--- src/rtl/sobol_pkg.sv ---
// Shared constants for the Sobol-to-INT32 generator: widths, the INT32
// offset and both 32-entry direction-number tables. Entry [k-1] of a table
// holds v_k. The optional build macro SOBOL_DIM2_EN is consumed by
// sobol_to_int32, which selects between the two tables.
package sobol_pkg;

  localparam int SOBOL_W = 32;

  // XOR with this maps an unsigned fraction onto the full signed INT32 range.
  localparam logic [SOBOL_W-1:0] INT32_OFFSET = 32'h8000_0000;

  typedef logic [SOBOL_W-1:0][SOBOL_W-1:0] dir_tab_t;

  // Dimension 1 (van der Corput): m_k = 1, so v_k = 1 << (32-k).
  function automatic dir_tab_t build_dim1();
    dir_tab_t t;
    t = '0;
    for (int k = 1; k <= SOBOL_W; k++) begin
      t[k-1] = 32'd1 << (SOBOL_W - k);
    end
    return t;
  endfunction

  // Dimension 2 (polynomial x+1): m_1 = 1, m_k = (2*m_(k-1)) ^ m_(k-1).
  // m_k < 2^k, so a 64-bit accumulator never loses bits before the shift.
  function automatic dir_tab_t build_dim2();
    dir_tab_t    t;
    logic [63:0] m;
    t = '0;
    m = 64'd1;
    for (int k = 1; k <= SOBOL_W; k++) begin
      t[k-1] = 32'(m << (SOBOL_W - k));
      m      = (m << 1) ^ m;
    end
    return t;
  endfunction

  localparam dir_tab_t DIM1_V = build_dim1();
  localparam dir_tab_t DIM2_V = build_dim2();

endpackage

--- src/rtl/sobol_lzb.sv ---
// Least-significant-zero-bit priority encoder. idx is the position of the
// lowest 0 bit of n; all_ones flags that n has no 0 bit (idx is then 0).
module sobol_lzb
  import sobol_pkg::*;
(
  input  logic [SOBOL_W-1:0] n,
  output logic [4:0]         idx,
  output logic               all_ones
);

  // Scan high to low so the lowest zero bit is the last, winning, write.
  always_comb begin
    idx = 5'd0;
    for (int i = SOBOL_W - 1; i >= 0; i--) begin
      if (!n[i]) begin
        idx = i[4:0];
      end
    end
    all_ones = &n;
  end

endmodule

--- src/rtl/sobol_to_int32.sv ---
// Sobol sequence generator producing one signed INT32 point per enabled
// cycle. Build option: define SOBOL_DIM2_EN for dimension-2 direction
// numbers; leave it undefined for dimension 1 (van der Corput).
//
// start is a plain level enable rather than a valid/ready handshake: every
// rising edge that sees start=1 (and rst_n=1) advances one point, and res
// carries that point from the following cycle on. There is no backpressure.
module sobol_to_int32
  import sobol_pkg::*;
(
  input  logic               clk,
  input  logic               rst_n,
  input  logic               start,
  output logic [SOBOL_W-1:0] res
);

`ifdef SOBOL_DIM2_EN
  localparam dir_tab_t V_TAB = DIM2_V;
`else
  localparam dir_tab_t V_TAB = DIM1_V;
`endif

  logic [SOBOL_W-1:0] n_q,   n_d;
  logic [SOBOL_W-1:0] x_q,   x_d;
  logic [SOBOL_W-1:0] res_q, res_d;
  logic [4:0]         lzb_idx;
  logic               lzb_all_ones;

  sobol_lzb u_lzb (
    .n        (n_q),
    .idx      (lzb_idx),
    .all_ones (lzb_all_ones)
  );

  // Next-state: Gray-code style update x ^= v_(c+1); a full index restarts.
  always_comb begin
    n_d   = n_q;
    x_d   = x_q;
    res_d = res_q;
    if (start) begin
      if (lzb_all_ones) begin
        n_d   = '0;
        x_d   = '0;
        res_d = INT32_OFFSET;
      end else begin
        n_d   = n_q + 32'd1;
        x_d   = x_q ^ V_TAB[lzb_idx];
        res_d = x_d ^ INT32_OFFSET;
      end
    end
  end

  // State registers; reset clears progress immediately, independent of clk.
  always_ff @(posedge clk or negedge rst_n) begin
    if (!rst_n) begin
      n_q   <= '0;
      x_q   <= '0;
      res_q <= INT32_OFFSET;
    end else begin
      n_q   <= n_d;
      x_q   <= x_d;
      res_q <= res_d;
    end
  end

  assign res = res_q;

endmodule

--- config.mk ---
export PLATFORM = sky130hd
export DESIGN_NAME = sobol_to_int32
export DESIGN_NICKNAME = d
export VERILOG_FILES = /design/src/rtl/sobol_pkg.sv /design/src/rtl/sobol_lzb.sv /design/src/rtl/sobol_to_int32.sv
export SDC_FILE = /design/constraint.sdc
export NUM_CORES = 1
export LEC_CHECK = 0
export CAP_MARGIN = 20
export CORE_MARGIN = 10
export CORE_UTILIZATION = 25
export DETAILED_ROUTE_END_ITERATION = 8
export PLACE_DENSITY = 0.4
export SYNTH_ARGS = -nofsm -noshare
export SYNTH_HDL_FRONTEND = slang
export SYNTH_SLANG_ARGS = --single-unit
--- constraint.sdc ---
create_clock -name clk -period 4.9 [get_ports clk]
set_input_delay 0.98 -clock clk [delete_from_list [all_inputs] [get_ports clk]]
set_output_delay 0.98 -clock clk [all_outputs]
set_load 0.01 [all_outputs]
# [Word-level counts from Yosys, hierarchy flattened]
# Memories as Yosys holds them, arrays and structs flattened.
# Index checks and enable logic that the tools add are counted.
[totals] input_bits=3 elab_cells=45 romBits=1024 regBits=96 mem_count=1 out_inout_bits=32
[memory_table] memory="(name not given)" words=32 width=32 read_ports=1 rd_ports_with_merged_regs=0 write_ports=0 line_no="sobol_to_int32.sv:47" rtl="x_d = x_q ^ V_TAB[lzb_idx];"
[op_classes] n_mux=36 bitwise_logic=2 n_reduce_logical=1 addsub=1 magnitude_cmp=1
[op_table] cell="$mux 5" n=32
[op_table] cell="$mux 32" n=4
[op_table] cell="$add 32x1->32 const B" n=1
[op_table] cell="$reduce_and 32->1" n=1
[op_table] cell="$xor 32x32->32" n=1
[op_table] cell="$lt 5x6->1 const B" n=1
[op_table] cell="$not 1->1" n=1

# [Depth between registers and ports, before layout]
# Gate-level depths: netlist of the first run.
[depth] word_depth=37 ltp_mapped=9 depth_no_buf=8

# [Cells and area by module]
# A second synthesis of the first run with hierarchy kept.
[unflattened] cells_unflattened=442 hier_area_um2=3866.2
[modules_own_cells] module="sobol_to_int32" cells_per_inst=375 area_each_um2=3492.1 seq_area_each_um2=1627.8 n_inst=1
[modules_own_cells] module="sobol_lzb" cells_per_inst=67 area_each_um2=374.1 seq_area_each_um2=0.0 n_inst=1

# [Worst setup path after synthesis of the first run]
# OpenSTA, ideal clock, no wires.
[synth_timing] path_kind="input to register" from="input start" to="register x_q[23]" n_path_buf=1 arrival_time_ns=2.343 slack_ns=2.430 setup_ns=0.127 t_required_ns=4.773 cell_stages=7 cell_sequence="nand4_1 nor4_4 nand2_1 nor3_1 buf_4 nor2_1 mux2_1"
[synth_lines] element="start, declared" line_no="sobol_to_int32.sv:13" rtl="input logic start,"
[synth_lines] element="end signal, assigned" line_no="sobol_to_int32.sv:57" rtl="x_q <= '0;"
[synth_lines] element="end signal, assigned" line_no="sobol_to_int32.sv:61" rtl="x_q <= x_d;"
[synth_lines] element="end, declared" line_no="sobol_to_int32.sv:24" rtl="logic [SOBOL_W-1:0] x_q, x_d;"

==> results of run 1 <==
[layout by cell type (no fill, tap or decap), types with 4 or more instances in the layout]
| master | instances |
|---|---|
| or3_1 | 14 |
| clkbuf_16 | 9 |
| nand3_1 | 15 |
| buf_4 | 4 |
| xnor2_1 | 25 |
| nor2_1 | 47 |
| o21ai_0 | 17 |
| clkdlybuf4s50_1 | 33 |
| nand4_1 | 15 |
| nand2_1 | 31 |
| dfrtp_1 | 64 |
| nor3_1 | 8 |
| and2_1 | 5 |
| inv_1 | 6 |
| xor2_1 | 16 |
| nor4_2 | 4 |
| nand2b_1 | 8 |
| and3_1 | 4 |
| a21oi_1 | 18 |
| nor2b_1 | 4 |
[area by class of cell]
class | count | area share, %
Multi-Input combinational cell | 285 | 42.2
Timing Repair Buffer | 38 | 8.32
Inverter | 7 | 0.598
Sequential cell | 65 | 37.1
Clock inverter | 5 | 0.684
Clock buffer | 11 | 5.75
Tap cell | 188 | 5.35
[power by group]
part	internal, mW	switching [mW]	leakage [nW]
Combinational	0.163	0.212	0.761
Clock	0.367	0.235	0.137
Sequential	0.597	0.0741	0.863
[critical path, stage by stage]
cell	delay [ns]
clkdlybuf4s50_1	0.77
nand4_1	0.35
nor4_4	0.32
nand2_1	0.18
nor3_2	0.23
buf_4	0.36
nand2b_1	0.16
a21oi_1	0.04
a31o_2	0.22
[through the flow]
stage                     instances  utilization [%]  cell area, µm²
after global placement          583             27.2            4110
after global routing            599             29.1            4390
after CTS                       599             29.1            4390
after floorplan                 402                -            3810
final                           599             29.1            4390
after detailed placement        583             27.2            4110
[worst min-delay path by stage]
stage / endpoint / cells after the start / startpoint / slack, ns
floorplan: x_q[31]$_DFFE_PN0P_ / 2 / x_q[31]$_DFFE_PN0P_ / 0.50
global placement: x_q[31]$_DFFE_PN0P_ / 2 / x_q[31]$_DFFE_PN0P_ / 0.52
detailed placement: x_q[31]$_DFFE_PN0P_ / 2 / x_q[31]$_DFFE_PN0P_ / 0.52
CTS: x_q[31]$_DFFE_PN0P_ / 2 / x_q[31]$_DFFE_PN0P_ / 0.53
global route: x_q[31]$_DFFE_PN0P_ / 2 / x_q[31]$_DFFE_PN0P_ / 0.57
finish: x_q[31]$_DFFE_PN0P_ / 2 / x_q[31]$_DFFE_PN0P_ / 0.53
[kinds of logic (layout without fill, tap and decap cells)]
logic type / Yosys count / count (layout) / synth area share, %
compound gates: 63 / 63 / 12.0
buf+inv: 52 / 61 / 8.79
xor+xnor: 41 / 41 / 9.42
simple gates: 178 / 178 / 26.2
fa+ha+maj: 1 / 1 / 0.328
mux: 2 / 2 / 0.558
flops: 65 / 65 / 42.7
[state kept, by name, indices dropped and copies added (netlist names)]
register / count
n_q: 32
res: 1
x_q: 32
[metal layers]
| layer | global-route usage (%) | vias to the layer above | part of all wire [%] |
|---|---|---|---|
| met4 | 2.26 | 0 | 0.93 |
| li1 | - | 1388 | - |
| met3 | 2.94 | 9 | 4.2 |
| met1 | 12.3 | 1361 | 49 |
| met5 | 0 | - | 0 |
| met2 | 14.4 | 44 | 46 |
==> reports/results.tsv, run 1 <==
metric	value	unit
cts_buffers	9	
wirelength	9110	µm
die_area	0.0206	mm²
cts_sinks	65	
row_count	45	
fin_crit_sh	69.4	%
crit_arrival	3.62	ns
crit_fanout	32	
synthFlopType	dfrtp_1	
via_per_inst	4.68	
critPathCaptureType	flop	
cts_tree	built	
nets	410	
grt_overflow_total	0	
portBuffers	34	
h-tree-depth	3	
min_path_type	reg -> reg	
async_flop_share	100	%
diodes	0	
ys_warn_count	0	
crit_path_end	x_q[7]$_DFFE_PN0P_	
cp.required	5.12	ns
drt_iter0_markers	127	
rr_endpoint	x_q[7]$_DFFE_PN0P_	
drtAntennaViolNets	0	
multi_input_area	0.00186	mm²
grtUsageTotal	9.29	%
setup_ws	1.50	ns
fin_worst_skew	0.00750	ns
crit_start	start	
critPathLaunchType	primary input	
synthTopCellsByArea	dfrtp_1 42%, buf_4 6.7%, xnor2_1 5.7%	
power_density	375	mW/mm²
regToRegSetupSlack	2.22	ns
p_leak	1.76	nW
synth_area_per_cell	9.49	µm²
yosysSeqAreaShare	42.7	%
cts_setup_buffers	0	
syn_to_final_growth	15.2	%
register_area	0.00163	mm²
grt_pass1_wl	15200	µm
critPathKind	in -> reg	
grt_setup_unrepaired	no	
synth_most_common_cell	dfrtp_1	
final-hold-violation-count	0	
synth_edf_count	0	
fp.coreArea	0.0151	mm²
drt_pass1_iterations	4	
reg2reg_depth	9	
clock_latency	0.33	ns
dpl.hpwl	6720	µm
vias	2802	
fin_hold_ws	0.533	ns
final_layout_size_suffix_gt1_share	12.7	%
netlist_instances	402	
synth_commonest_cells	64 x dfrtp_1, 47 x nor2_1, 34 x buf_4, 31 x nand2_1, 25 x xnor2_1	
drc	0	
worstMarginPinSlew	0.930	ns
wire_per_inst	15.2	µm
grt_pass1_vias	2767	
postCtsHoldBufs	0	
dp_worst_setup_slack	1.15	ns
start_util	25.3	%
syn_area	0.00381	mm²
die_h	144	µm
io_pins	35	
yosysTopAreaCellShare	42.0	%
syn-num-nets	406	
p_total	1.65	mW
grt_max_degree	41	
r2r_start	n_q[0]$_DFFE_PN0P_	
fmax	0.294	GHz
irDropWorstVdd	0.261	mV
max_slew_margin	38.0	%
status	finished clean	
antenna_found_initial	0	
cts_resized	0	
setup_viol	0	
fillers	1578	
synth.largest_area_cell	dfrtp_1	
fp.dieW	144	µm
gp_congestion	0.806	
cap_violations	0	
slew_viol_final	0	
clkTransAtPathRegs	0.06	ns
clock_path_buffers	2	
root_buffer	clkbuf_16	
tns	0	ns
yosys_register_bits	65	
fin_crit	3.40	ns
ys_types	61	
(Power assumes the default switching activity.)
==> run 2: changes to the inputs <==
Settings changed: PLACE_DENSITY 0.4 to 0.42.
Clock period 4.9 ns to 2.8 ns, I/O delays scaled along.
==> run 2 against run 1 <==
Effect of this change:
- final area up 3.5%
- final cell count up 1.3%
- via count up 1.3%
- register-to-register slack worse by 1.9 ns
- sequential share of layout area down 1.3 points
- critical path type is now reg -> reg
- setup slack worse by 1.2 ns
- largest power group is now the clock network
==> reports/results.tsv, run 2 (synthesized netlist as in run 1, its figures left out) <==
metric	value	unit	change
final_layout_size_suffix_gt1_share	14.3	%	+1.7 points
gp_congestion	0.810		+0.46%
cp.required	3.06	ns	-2.06 ns
start_util	25.3	%	unchanged
grt_overflow_total	0		unchanged
cts_buffers	9		unchanged
fin_worst_skew	0.00667	ns	-0.000823 ns
power_density	707	mW/mm²	+89%
seqPwrFrac	36.5	%	-4.2 points
worstMarginPinSlew	0.688	ns	-0.242 ns
wire_per_inst	15.2	µm	+0.26%
crit_fanout	10		-69%
setup_viol	0		unchanged
final_cell_mix	64 x dfrtp_1, 47 x nor2_1, 33 x clkdlybuf4s50_1, 31 x nand2_1, 25 x xnor2_1		
register_area	0.00163	mm²	unchanged
postCtsHoldBufs	0		unchanged
r2r_start	n_q[23]$_DFFE_PN0P_		
wirelength	9250	µm	+1.6%
tns	0	ns	unchanged
cts_sinks	65		unchanged
h-tree-depth	3		unchanged
final-hold-violation-count	0		unchanged
combinationalPowerShare	21.0	%	-1.7 points
clkTransAtPathRegs	0.06	ns	about the same
setup_ws	0.343	ns	-1.16 ns
irDropWorstVdd	0.401	mV	+53%
fp.coreArea	0.0151	mm²	unchanged
swShare	28.9	%	-2.8 points
critPathKind	reg -> reg		
clockPowerShare	42.5	%	+6.0 points
root_buffer	clkbuf_16		
syn_to_final_growth	19.2	%	
grt_setup_unrepaired	no		
portBuffers	34		unchanged
grt_pass1_vias	2891		+4.5%
diodes	0		unchanged
row_count	45		unchanged
grt_max_degree	38		-7.3%
critPathLaunchType	flop		
die_area	0.0206	mm²	unchanged
p_total	3.21	mW	+95%
status	finished clean		
p_leak	1.84	nW	+4.6%
intPower	2.29	mW	+100%
crit_arrival	2.72	ns	-0.90 ns
place_area	0.00418	mm²	+1.8%
grt_pass1_wl	15200	µm	+0.59%
drc	0		unchanged
dp_worst_setup_slack	0.184	ns	-0.967 ns
fin_crit_sh	87.7	%	
fp.dieW	144	µm	unchanged
dpl.hpwl	6910	µm	+2.7%
drt_iter0_markers	171		+35%
antenna_found_initial	0		unchanged
fin_area	0.00455	mm²	+3.5%
crit_start	n_q[23]$_DFFE_PN0P_		
multi_input_area	0.00186	mm²	unchanged
fmax	0.407	GHz	
die_h	144	µm	unchanged
fillers	1595		+1.1%
cap_violations	0		unchanged
slew_viol_final	0		unchanged
grtUsageTotal	9.34	%	+0.049 points
clock_path_buffers	2		unchanged
cts_tree	built		
clock_latency	0.33	ns	about the same
nets	418		+2.0%
io_pins	35		unchanged
via_per_inst	4.68		about the same
max_slew_margin	54.1	%	+16 points
vias	2838		+1.3%
critPathCaptureType	flop		
fin_crit	2.46	ns	
min_path_type	in -> async		
cts_resized	0		unchanged
cts_setup_buffers	0		unchanged
mostFrequentLayoutCell	dfrtp_1		
drt_pass1_iterations	6		+2
final_util	30.1	%	+1.0 points
power_switching	928	µW	+78%
drtAntennaViolNets	0		unchanged
-- run 2: changes by cell type in the layout (fill, tap and decap cells not counted) --
| cell | delta |
|---|---|
| clkinvlp_4 | -1 |
| buf_12 | +1 |
| clkinv_2 | -3 |
| buf_4 | +7 |
| clkbuf_8 | +1 |
| bufinv_16 | +3 |
-- run 2: cell type report --
| cell class | count | share of cell area, % |
|---|---|---|
| multi-input combinational | 285 | 40.8 |
| sequential | 65 | 35.8 |
| timing repair buffer | 46 | 9.63 |
| clock buffer | 12 | 5.86 |
| tap | 188 | 5.17 |
| clock inverter | 4 | 2.15 |
| inverter | 7 | 0.578 |
-- run 2: worst max-delay path: stages (launching register included) --
cell      delay (ns)
dfrtp_1         0.47
nand4_1         0.13
a31o_1          0.23
a211oi_2        0.25
o22a_1          0.53
nand2_2         0.21
or3_1           0.40
a21oi_1         0.15
-- run 2: worst paths after layout --
path	slack (ns)	to	cells after the start
worst max-delay path	0.34	x_q[2]$_DFFE_PN0P_	7
worst min-delay path	0.26	x_q[26]$_DFFE_PN0P_	1
worst max register to register	0.34	x_q[2]$_DFFE_PN0P_	7
worst min register to register	0.54	x_q[31]$_DFFE_PN0P_	2
max in group asynchronous	1.85	res[31]$_DFFE_PN1P_	2
min in group clk	0.54	x_q[31]$_DFFE_PN0P_	2
-- run 2: per-layer routing --
| layer | GRT usage (%) | up-vias | wire (µm) |
|---|---|---|---|
| met3 | 2.97 | 11 | 389 |
| met4 | 2.58 | 0 | 91 |
| li1 | - | 1399 | - |
| met1 | 12.5 | 1382 | 4530 |
| met5 | 0 | - | 0 |
| met2 | 14.1 | 46 | 4240 |
-- run 2: metrics by stage --
step / instances / hold slack, ns
finish: 607 / 0.264
detailed placement: 591 / 0.527
CTS: 607 / 0.290
floorplan: 402 / 0.264
global route: 607 / 0.314
global placement: 591 / 0.530
-- run 2: power by group through the flow --
stage	Sequential, mW	Combinational (mW)	Clock (mW)
after floorplan	1.15	0.513	0
after global placement	1.19	0.678	0
after detailed placement	1.19	0.682	0
after CTS	1.18	0.688	1.40
after global routing	1.19	0.744	1.44
final	1.17	0.676	1.36
==> run 3: changes to the inputs <==
Settings changed: PLACE_DENSITY 0.42 to 0.4.
Clock period 2.8 ns to 2.6 ns, I/O delays scaled along.
==> run 3 against run 2 <==
Effect of this change:
- via count increased by 2.2%
- largest cell class unchanged
- global-route usage grew 0.38 points
- setup slack got worse by 0.17 ns
- final cell count increased by 1.8%
- count of clock-buffer cells in the layout is 1 lower
- clock skew grew 0.0013 ns
- combinational power increased by 10%
- largest power group is now sequential cells
- critical path depth unchanged
- non-clock buffer count up 11
- critical path type unchanged
==> reports/results.tsv, run 3 (synthesized netlist as in run 1, its figures left out) <==
metric	value	unit	change
cts_resized	0		unchanged
grt_setup_unrepaired	no		
multi_input_area	0.00186	mm²	unchanged
worstMarginPinSlew	0.530	ns	-0.158 ns
crit_fanout	7		-3
grt_pass1_wl	15900	µm	+4.6%
grt_pass1_vias	2990		+3.4%
nets	429		+2.6%
syn_to_final_growth	19.8	%	
row_count	45		unchanged
max_slew_margin	64.3	%	+10 points
drc	0		unchanged
mostFrequentLayoutCell	dfrtp_1		
fillers	1604		+0.56%
gp_congestion	0.832		+2.7%
dp.cells	602		+1.9%
r2r_start	n_q[29]$_DFFE_PN0P_		
start_util	25.3	%	unchanged
drt_iter0_markers	143		-16%
clkTransAtPathRegs	0.06	ns	about the same
drtAntennaViolNets	0		unchanged
die_h	144	µm	unchanged
fin_crit	2.42	ns	-0.0341 ns
status	finished clean		
fmax	0.413	GHz	+1.4%
cts_setup_buffers	0		unchanged
fp.coreArea	0.0151	mm²	unchanged
drt_pass1_iterations	4		-2
fp.dieW	144	µm	unchanged
p_total	3.19	mW	-0.77%
cap_violations	0		unchanged
final_util	30.3	%	+0.13 points
dp_worst_setup_slack	0.0474	ns	-0.137 ns
dpl.hpwl	7020	µm	+1.6%
final_layout_size_suffix_gt1_share	16.0	%	+1.7 points
h-tree-depth	3		unchanged
critPathCaptureType	flop		
clock_path_buffers	2		unchanged
p_leak	1.87	nW	+1.2%
irDropWorstVdd	0.369	mV	-7.8%
cts_sinks	65		unchanged
setup_ws	0.177	ns	-0.166 ns
wire_per_inst	15.1	µm	-0.99%
antenna_found_initial	0		unchanged
cts_tree	built		
grt_overflow_total	0		unchanged
final-hold-violation-count	0		unchanged
wirelength	9330	µm	+0.80%
fin_cells	618		+1.8%
vias	2900		+2.2%
grt_max_degree	39		+2.6%
crit_arrival	2.64	ns	-0.08 ns
die_area	0.0206	mm²	unchanged
via_per_inst	4.69		+0.37%
postCtsHoldBufs	0		unchanged
final_cell_mix	64 x dfrtp_1, 47 x nor2_1, 33 x clkdlybuf4s50_1, 31 x nand2_1, 25 x xnor2_1		
fin_crit_sh	93.2	%	+5.4 points
tns	0	ns	unchanged
crit_start	n_q[29]$_DFFE_PN0P_		
setup_viol	0		unchanged
diodes	0		unchanged
min_path_type	in -> async		
slew_viol_final	0		unchanged
root_buffer	clkbuf_16		
fin_worst_skew	0.00795	ns	+0.00127 ns
clock_latency	0.34	ns	about the same
critPathLaunchType	flop		
portBuffers	34		unchanged
grtUsageTotal	9.72	%	+0.38 points
power_density	699	mW/mm²	-1.2%
cp.required	2.82	ns	-0.24 ns
critPathKind	reg -> reg		
cts_buffers	9		unchanged
io_pins	35		unchanged
register_area	0.00163	mm²	unchanged
[run 3: critical path: stages (launching register included)]
cell and delay (ns):
dfrtp_1 0.46, nand4_1 0.23, a211o_1 0.35, a21o_1 0.19
and3_4 0.19, a211oi_4 0.42, nand2_1 0.14, mux2_1 0.32
[run 3: through the flow]
stage | area, µm² | hold WS (ns)
3_3_place_gp | 4280 | 0.407
6_report | 4570 | 0.0458
5_1_grt | 4570 | 0.0525
4_1_cts | 4570 | 0.0456
3_5_place_dp | 4280 | 0.407
2_1_floorplan | 3810 | 0.224
[run 3: final timing paths]
check,to,slack [ns],depth (start not counted)
max,x_q[23]$_DFFE_PN0P_,0.18,7
min,n_q[1]$_DFFE_PN0P_,0.05,1
max reg2reg,x_q[23]$_DFFE_PN0P_,0.18,7
min reg2reg,x_q[6]$_DFFE_PN0P_,0.54,2
max in group asynchronous,n_q[15]$_DFFE_PN0P_,2.02,2
min in group clk,x_q[6]$_DFFE_PN0P_,0.54,2
[run 3: layer usage]
metal  vias to the layer above  part of all wire [%]  track usage [%]
met5                         -                     0                0
met4                         0                  0.75             2.58
met3                         9                   4.9             3.43
met2                        44                    46             15.3
met1                      1427                    48             12.3
li1                       1420                     -                -
[run 3: report_power, final]
group / internal (mW) / switching [mW]
Clock: 0.741 / 0.459
Sequential: 1.12 / 0.122
Combinational: 0.325 / 0.418
[run 3: cell type report]
class / count / share of cell area [%]
clock buffers: 11 / 5.10
clock inverters: 5 / 1.23
inverters: 7 / 0.575
multi-input cells: 285 / 40.6
flip-flops and latches: 65 / 35.6
well taps: 188 / 5.15
repair buffers: 57 / 11.7
